==> src/rtl/regfile.sv <==
// ---------------------------------------------------------------------------
// regfile -- general-purpose register file for the 32-bit pipelined CPU.
//
// 2**ADDR_W registers of DATA_W bits. Register 0 always reads as zero and
// can never be written. Two combinational read ports (A, B) and one write
// port (W) that commits on the rising edge of clk.
//
// Ports:
//   clk    in   system clock, writes commit on the rising edge
//   rst_n  in   asynchronous active-low reset, clears every register
//   WE     in   write enable
//   rW     in   write address
//   rA     in   read address, port A
//   rB     in   read address, port B
//   W      in   write data
//   A      out  read data, port A (combinational)
//   B      out  read data, port B (combinational)
//
// Build option:
//   REGFILE_BYPASS_EN  when defined, a read whose address matches a pending
//                      write (WE=1, rW!=0) returns W in the same cycle.
//                      When undefined, reads return stored contents only.
// ---------------------------------------------------------------------------
module regfile #(
    parameter int DATA_W = 32,
    parameter int ADDR_W = 5
) (
    input  logic              clk,
    input  logic              rst_n,
    input  logic              WE,
    input  logic [ADDR_W-1:0] rW,
    input  logic [ADDR_W-1:0] rA,
    input  logic [ADDR_W-1:0] rB,
    input  logic [DATA_W-1:0] W,
    output logic [DATA_W-1:0] A,
    output logic [DATA_W-1:0] B
);

    localparam int NREG = 2 ** ADDR_W;

    logic [DATA_W-1:0] regs_reg [NREG];

    // Entry 0 is never written; the read path also masks it, so its
    // contents are irrelevant.
    always_ff @(posedge clk or negedge rst_n) begin
        if (!rst_n) begin
            for (int i = 0; i < NREG; i++) begin
                regs_reg[i] <= '0;
            end
        end else if (WE && (rW != '0)) begin
            regs_reg[rW] <= W;
        end
    end

    // Both read ports share one structure; index 0 is port A, 1 is port B.
    logic [1:0][ADDR_W-1:0] raddr;
    logic [1:0][DATA_W-1:0] rdata;

    assign raddr = {rB, rA};

    genvar gi;
    generate
        for (gi = 0; gi < 2; gi++) begin : g_rd
            logic [DATA_W-1:0] stored;

            assign stored = (raddr[gi] == '0) ? '0 : regs_reg[raddr[gi]];

`ifdef REGFILE_BYPASS_EN
            logic hit;

            // Forward the in-flight write so the reader does not have to
            // wait for the edge. Suppressed during reset and for reg 0.
            assign hit       = rst_n && WE && (rW != '0) && (raddr[gi] == rW);
            assign rdata[gi] = hit ? W : stored;
`else
            assign rdata[gi] = stored;
`endif
        end
    endgenerate

    assign A = rdata[0];
    assign B = rdata[1];

endmodule

==> config.mk <==
export PLATFORM = sky130hd
export DESIGN_NAME = regfile
export DESIGN_NICKNAME = d
export VERILOG_FILES = /design/src/rtl/regfile.sv
export SDC_FILE = /design/constraint.sdc
export NUM_CORES = 2
export LEC_CHECK = 0
export ABC_AREA = 1
export CORE_MARGIN = 1
export CORE_UTILIZATION = 60
export CTS_CLUSTER_DIAMETER = 40
export DETAILED_ROUTE_END_ITERATION = 10
export PLACE_DENSITY = 0.77
export SYNTH_ARGS = -nofsm -noshare
export SYNTH_HDL_FRONTEND = slang
export SYNTH_SLANG_ARGS = --single-unit
==> constraint.sdc <==
create_clock -name clk -period 6.55 [get_ports clk]
set_clock_uncertainty 0.15 [all_clocks]
set_input_delay 1.31 -clock clk [delete_from_list [all_inputs] [get_ports clk]]
set_output_delay 1.31 -clock clk [all_outputs]
set_load 0.02 [all_outputs]
==> results.txt <==
- Status: completed
- Worst setup path endpoint: A[16]
* Horizontal die dimension: 310 um
- Path category of the worst min-delay check: reg -> reg
- The worst hold path passes through 0 cells.
- Simple-gate area share of the yosys netlist: 37.8%
* Final weighted congestion in routability-driven placement: 0.888
- The floorplan step defined a die boundary enclosing 0.0962 mm2.
- On the critical path, the stage with the largest delay is an instance of sky130_fd_sc_hd__clkdlybuf4s50_1.
* Critical path endpoint category: output port
- In this run the clock root is driven by a sky130_fd_sc_hd__clkbuf_16.
- Synth unique cells: 29
- End of the worst register-to-register path: regs_reg[68]$_DFFE_PN0P_
- The floorplan has 112 rows.
- For this run, the total global-route usage over all layers was measured as 43.5%.
- After synthesis, the largest area contributor takes up 45.0% of total cell area.
* Top library cells by usage in the layout, fill and taps aside: sky130_fd_sc_hd__nand2_1 (2975), sky130_fd_sc_hd__nand3_1 (1365), sky130_fd_sc_hd__dfrtp_1 (1024)
* Switching power summed over all nets: 6.87 mW
* FF-to-FF path depth: 2
- The routed design has 209000 um of wire.
- The core region is 0.0937 mm2.
- Die height: 310 um
- GRT Residual Overflow: 0
- The first detailed-routing pass ran for 8 iterations.
- Sequential cells were found to cover 45.0% of the synthesized design area.
- Of the post-synthesis cell area, the part taken by muxes is 0%.
* RSZ-0062 raised after global routing: no
- Counting flops and latches in the post-synthesis netlist gives 1024.
* Clock tree from TritonCTS: yes
- The sequential cells in the finished layout cover a total of 0.0256 mm2.
* Worst supply voltage drop on vdd: 328 uV
- Clock-pin slew was measured on the worst setup and hold paths at 0.05 ns.
* Synthesized instance count: 8327
- Sink count of the clock tree: 1024
- Final hold violation count: 0
- Power Total: 21.7 mW
* Largest fanout on the critical path: 95
- Detailed placer's ending HPWL: 109000 um
- Detail-routed net length per standard cell: 22.4 um
- By area the synthesized netlist is led by sky130_fd_sc_hd__dfrtp_1 (45%), sky130_fd_sc_hd__nand2_1 (20%), sky130_fd_sc_hd__nand3_1 (12%), sky130_fd_sc_hd__a21oi_1 (5.5%), sky130_fd_sc_hd__nor2_1 (5.4%).
* Min Tclk post-route: 5.88 ns
- In this run the worst setup path begins at rA[0].
* Syn_nets: 8377
* Mapped cell area: 0.0570 mm2
* Number of routed nets with antenna violations: 0
* Number of vias in the routed layout: 58900
- The final critical path takes up 89.8% of the cycle.
* Worst-case register-to-register setup slack: 5.59 ns
* Worst-case headroom to the max-slew limit: 14.3%
- CTS-repair resized insts: 0
- Bufs on Longest Clock Path: 3
* Area fraction in compound gates after synthesis: 11.0%
- CTS H-tree lvls: 4
- Area leader, netlist: sky130_fd_sc_hd__dfrtp_1
- The worst setup path is launched from an input pin.
- The net count of the finished layout is 8014.
- For this design the top-level I/O count stands at 114.
* Number of antenna violations at the first check in global routing: 5
- Setup tns final: 0 ns
- Starting density of the core: 60.8%
- The tool flagged a number of max-cap violations equal to 0.
- Crit Path Class: in -> out
* Buffers on Ports: 113
- The analysis attributes to cell leakage a power of 29.9 nW.
- Combinational share of power: 18.9%
- Summing the areas of all fa, ha and maj instances in the mapped netlist gives 0% of the synthesized area.
- Post-synthesis to final-layout area growth: 11.7%
- Flop pwr share: 40.4%
- Syn_area_per_cell: 6.85 um2
- Power per Cell Area: 340 mW/mm2
- For this run, the slowest stage of the critical path takes 0.72 ns.
- Derived from the worst setup path, the maximum achievable clock frequency is 170 MHz.
- The number of hold buffers added after CTS was 0.
* Actual transition at the worst max-transition pin: 1.29 ns
* Clock buffer count from CTS: 150
* Data arrival time of the worst path: 4.42 ns
- The number of global-route vias before repair was 54800.
- The register with the most flip-flops in the layout has 1024 of them.
* Via/cell ratio: 6.30
- Final setup violation count: 0
- Maximum number of pins on one net before global-route repair: 140
- Switching portion of total power: 31.7%
- Area used by multi-input combinational logic: 0.0279 mm2
- After synthesis, the largest family of logic cells by area is simple AND/OR/NAND/NOR gates.
- Max Slew Vio Count: 0
- Clock network fraction of design power: 40.7%
- Summing the areas of all xor and xnor instances in the mapped netlist gives 0% of the synthesized area.
- Worst EP required: 5.09 ns
* Yosys warns: 0
- Drc violations: 0
- The first global-routing pass estimated 320000 um of wire.
- Most common library cell in the layout ignoring fill and taps: sky130_fd_sc_hd__nand2_1
- Ordered cell list for the critical path: buf_8 > inv_8 > nand3_2 > buf_4 > nand2_1 > nor2_1 > clkdlybuf4s50_1
- After clock tree synthesis, the setup repair step added 0 buffers.
* Iteration-0 DRC count of the detailed router: 9466
- Power Internal: 14.8 mW
* FILL cells: 7936
- The startpoint identified for the worst register-to-register timing path is regs_reg[68]$_DFFE_PN0P_.
- Fraction of layout instances using a drive strength above 1: 6.01%
- Latest clock arrival within the worst-skew pair: 0.76 ns
==> logic make-up (layout without fill, tap and decap cells) <==
kind of cell | Yosys count | after routing
other | 0 | 5
flip-flops | 1024 | 1024
buffers and inverters | 868 | 631
AO/OA/AOI/OAI | 1232 | 1232
AND/OR/NAND/NOR | 5203 | 5203
==> cells in the mapped netlist <==
master	n
sky130_fd_sc_hd__nand2_1	2979
sky130_fd_sc_hd__nand3_1	1371
sky130_fd_sc_hd__dfrtp_1	1024
sky130_fd_sc_hd__nor2_1	814
sky130_fd_sc_hd__a21oi_1	627
sky130_fd_sc_hd__o21ai_0	547
sky130_fd_sc_hd__clkbuf_1	504
sky130_fd_sc_hd__buf_2	135
sky130_fd_sc_hd__inv_1	101
sky130_fd_sc_hd__buf_1	76
sky130_fd_sc_hd__buf_4	36
sky130_fd_sc_hd__o21ai_1	26
sky130_fd_sc_hd__a21oi_2	16
sky130_fd_sc_hd__o211ai_1	16
sky130_fd_sc_hd__nor2_4	9
sky130_fd_sc_hd__inv_2	8
sky130_fd_sc_hd__nand2_2	6
sky130_fd_sc_hd__nand3_2	5
sky130_fd_sc_hd__nor2_8	5
sky130_fd_sc_hd__nor3_1	5
sky130_fd_sc_hd__buf_6	3
sky130_fd_sc_hd__nand2_4	3
sky130_fd_sc_hd__clkbuf_2	2
sky130_fd_sc_hd__clkinv_1	2
sky130_fd_sc_hd__nor3_2	2
sky130_fd_sc_hd__nor4_4	2
sky130_fd_sc_hd__inv_6	1
sky130_fd_sc_hd__nand4_1	1
sky130_fd_sc_hd__nor2_2	1
==> how the worst min path moves through the flow <==
stage                          startpoint                    endpoint  slack, ns
2_1_floorplan  regs_reg[1000]$_DFFE_PN0P_  regs_reg[1000]$_DFFE_PN0P_       0.30
3_3_place_gp   regs_reg[1023]$_DFFE_PN0P_  regs_reg[1023]$_DFFE_PN0P_       0.24
4_1_cts        regs_reg[1019]$_DFFE_PN0P_  regs_reg[1019]$_DFFE_PN0P_       0.25
6_report       regs_reg[1019]$_DFFE_PN0P_  regs_reg[1019]$_DFFE_PN0P_       0.25
3_5_place_dp   regs_reg[1012]$_DFFE_PN0P_  regs_reg[1012]$_DFFE_PN0P_       0.24
5_1_grt        regs_reg[1007]$_DFFE_PN0P_  regs_reg[1007]$_DFFE_PN0P_       0.26
==> stage by stage <==
step	area, um2	util, %	setup slack [ns]	hold WS [ns]	std cells
finish	63700	67.9	0.668	0.252	9349
global route	63700	67.9	0.675	0.258	9346
CTS	63700	67.9	0.916	0.252	9344
detailed placement	58200	62.1	0.920	0.239	9066
global placement	58200	62.1	0.968	0.236	9066
floorplan	57000	-	2.27	0.301	8327
==> routing by layer <==
metal	up-vias	share of wire (%)	GRT usage, %
met2	4322	43	65.4
met5	-	0.022	0
met4	6	6.4	26.1
met3	1002	14	11.3
li1	26300	-	-
met1	27300	37	56.8
==> power by group through the flow <==
stage	logic [mW]	registers, mW	clock network, mW
final	4.10	8.74	8.81
after global routing	4.64	8.89	9.09
after CTS	4.04	8.68	8.83
after detailed placement	4.00	8.77	0
after global placement	3.86	8.72	0
after floorplan	2.97	8.52	0
==> layout make-up <==
cell class                      instances  share of cell area (%)
Clock buffer                          175                    6.41
Tap cell                             1254                    2.46
Timing Repair Buffer                  241                    4.05
Multi-Input combinational cell       6435                    43.9
Sequential cell                      1024                    40.2
Antenna cell                            5                  0.0197
Inverter                              112                   0.739
Clock inverter                        103                    2.19
==> critical path: cells and delay by family <==
| kind | cells | cell delay, ns |
|---|---|---|
| buffers and inverters | 4 | 1.84 |
| AND/OR/NAND/NOR | 3 | 1.16 |
Note: power is estimated with default switching activity, not from simulation.
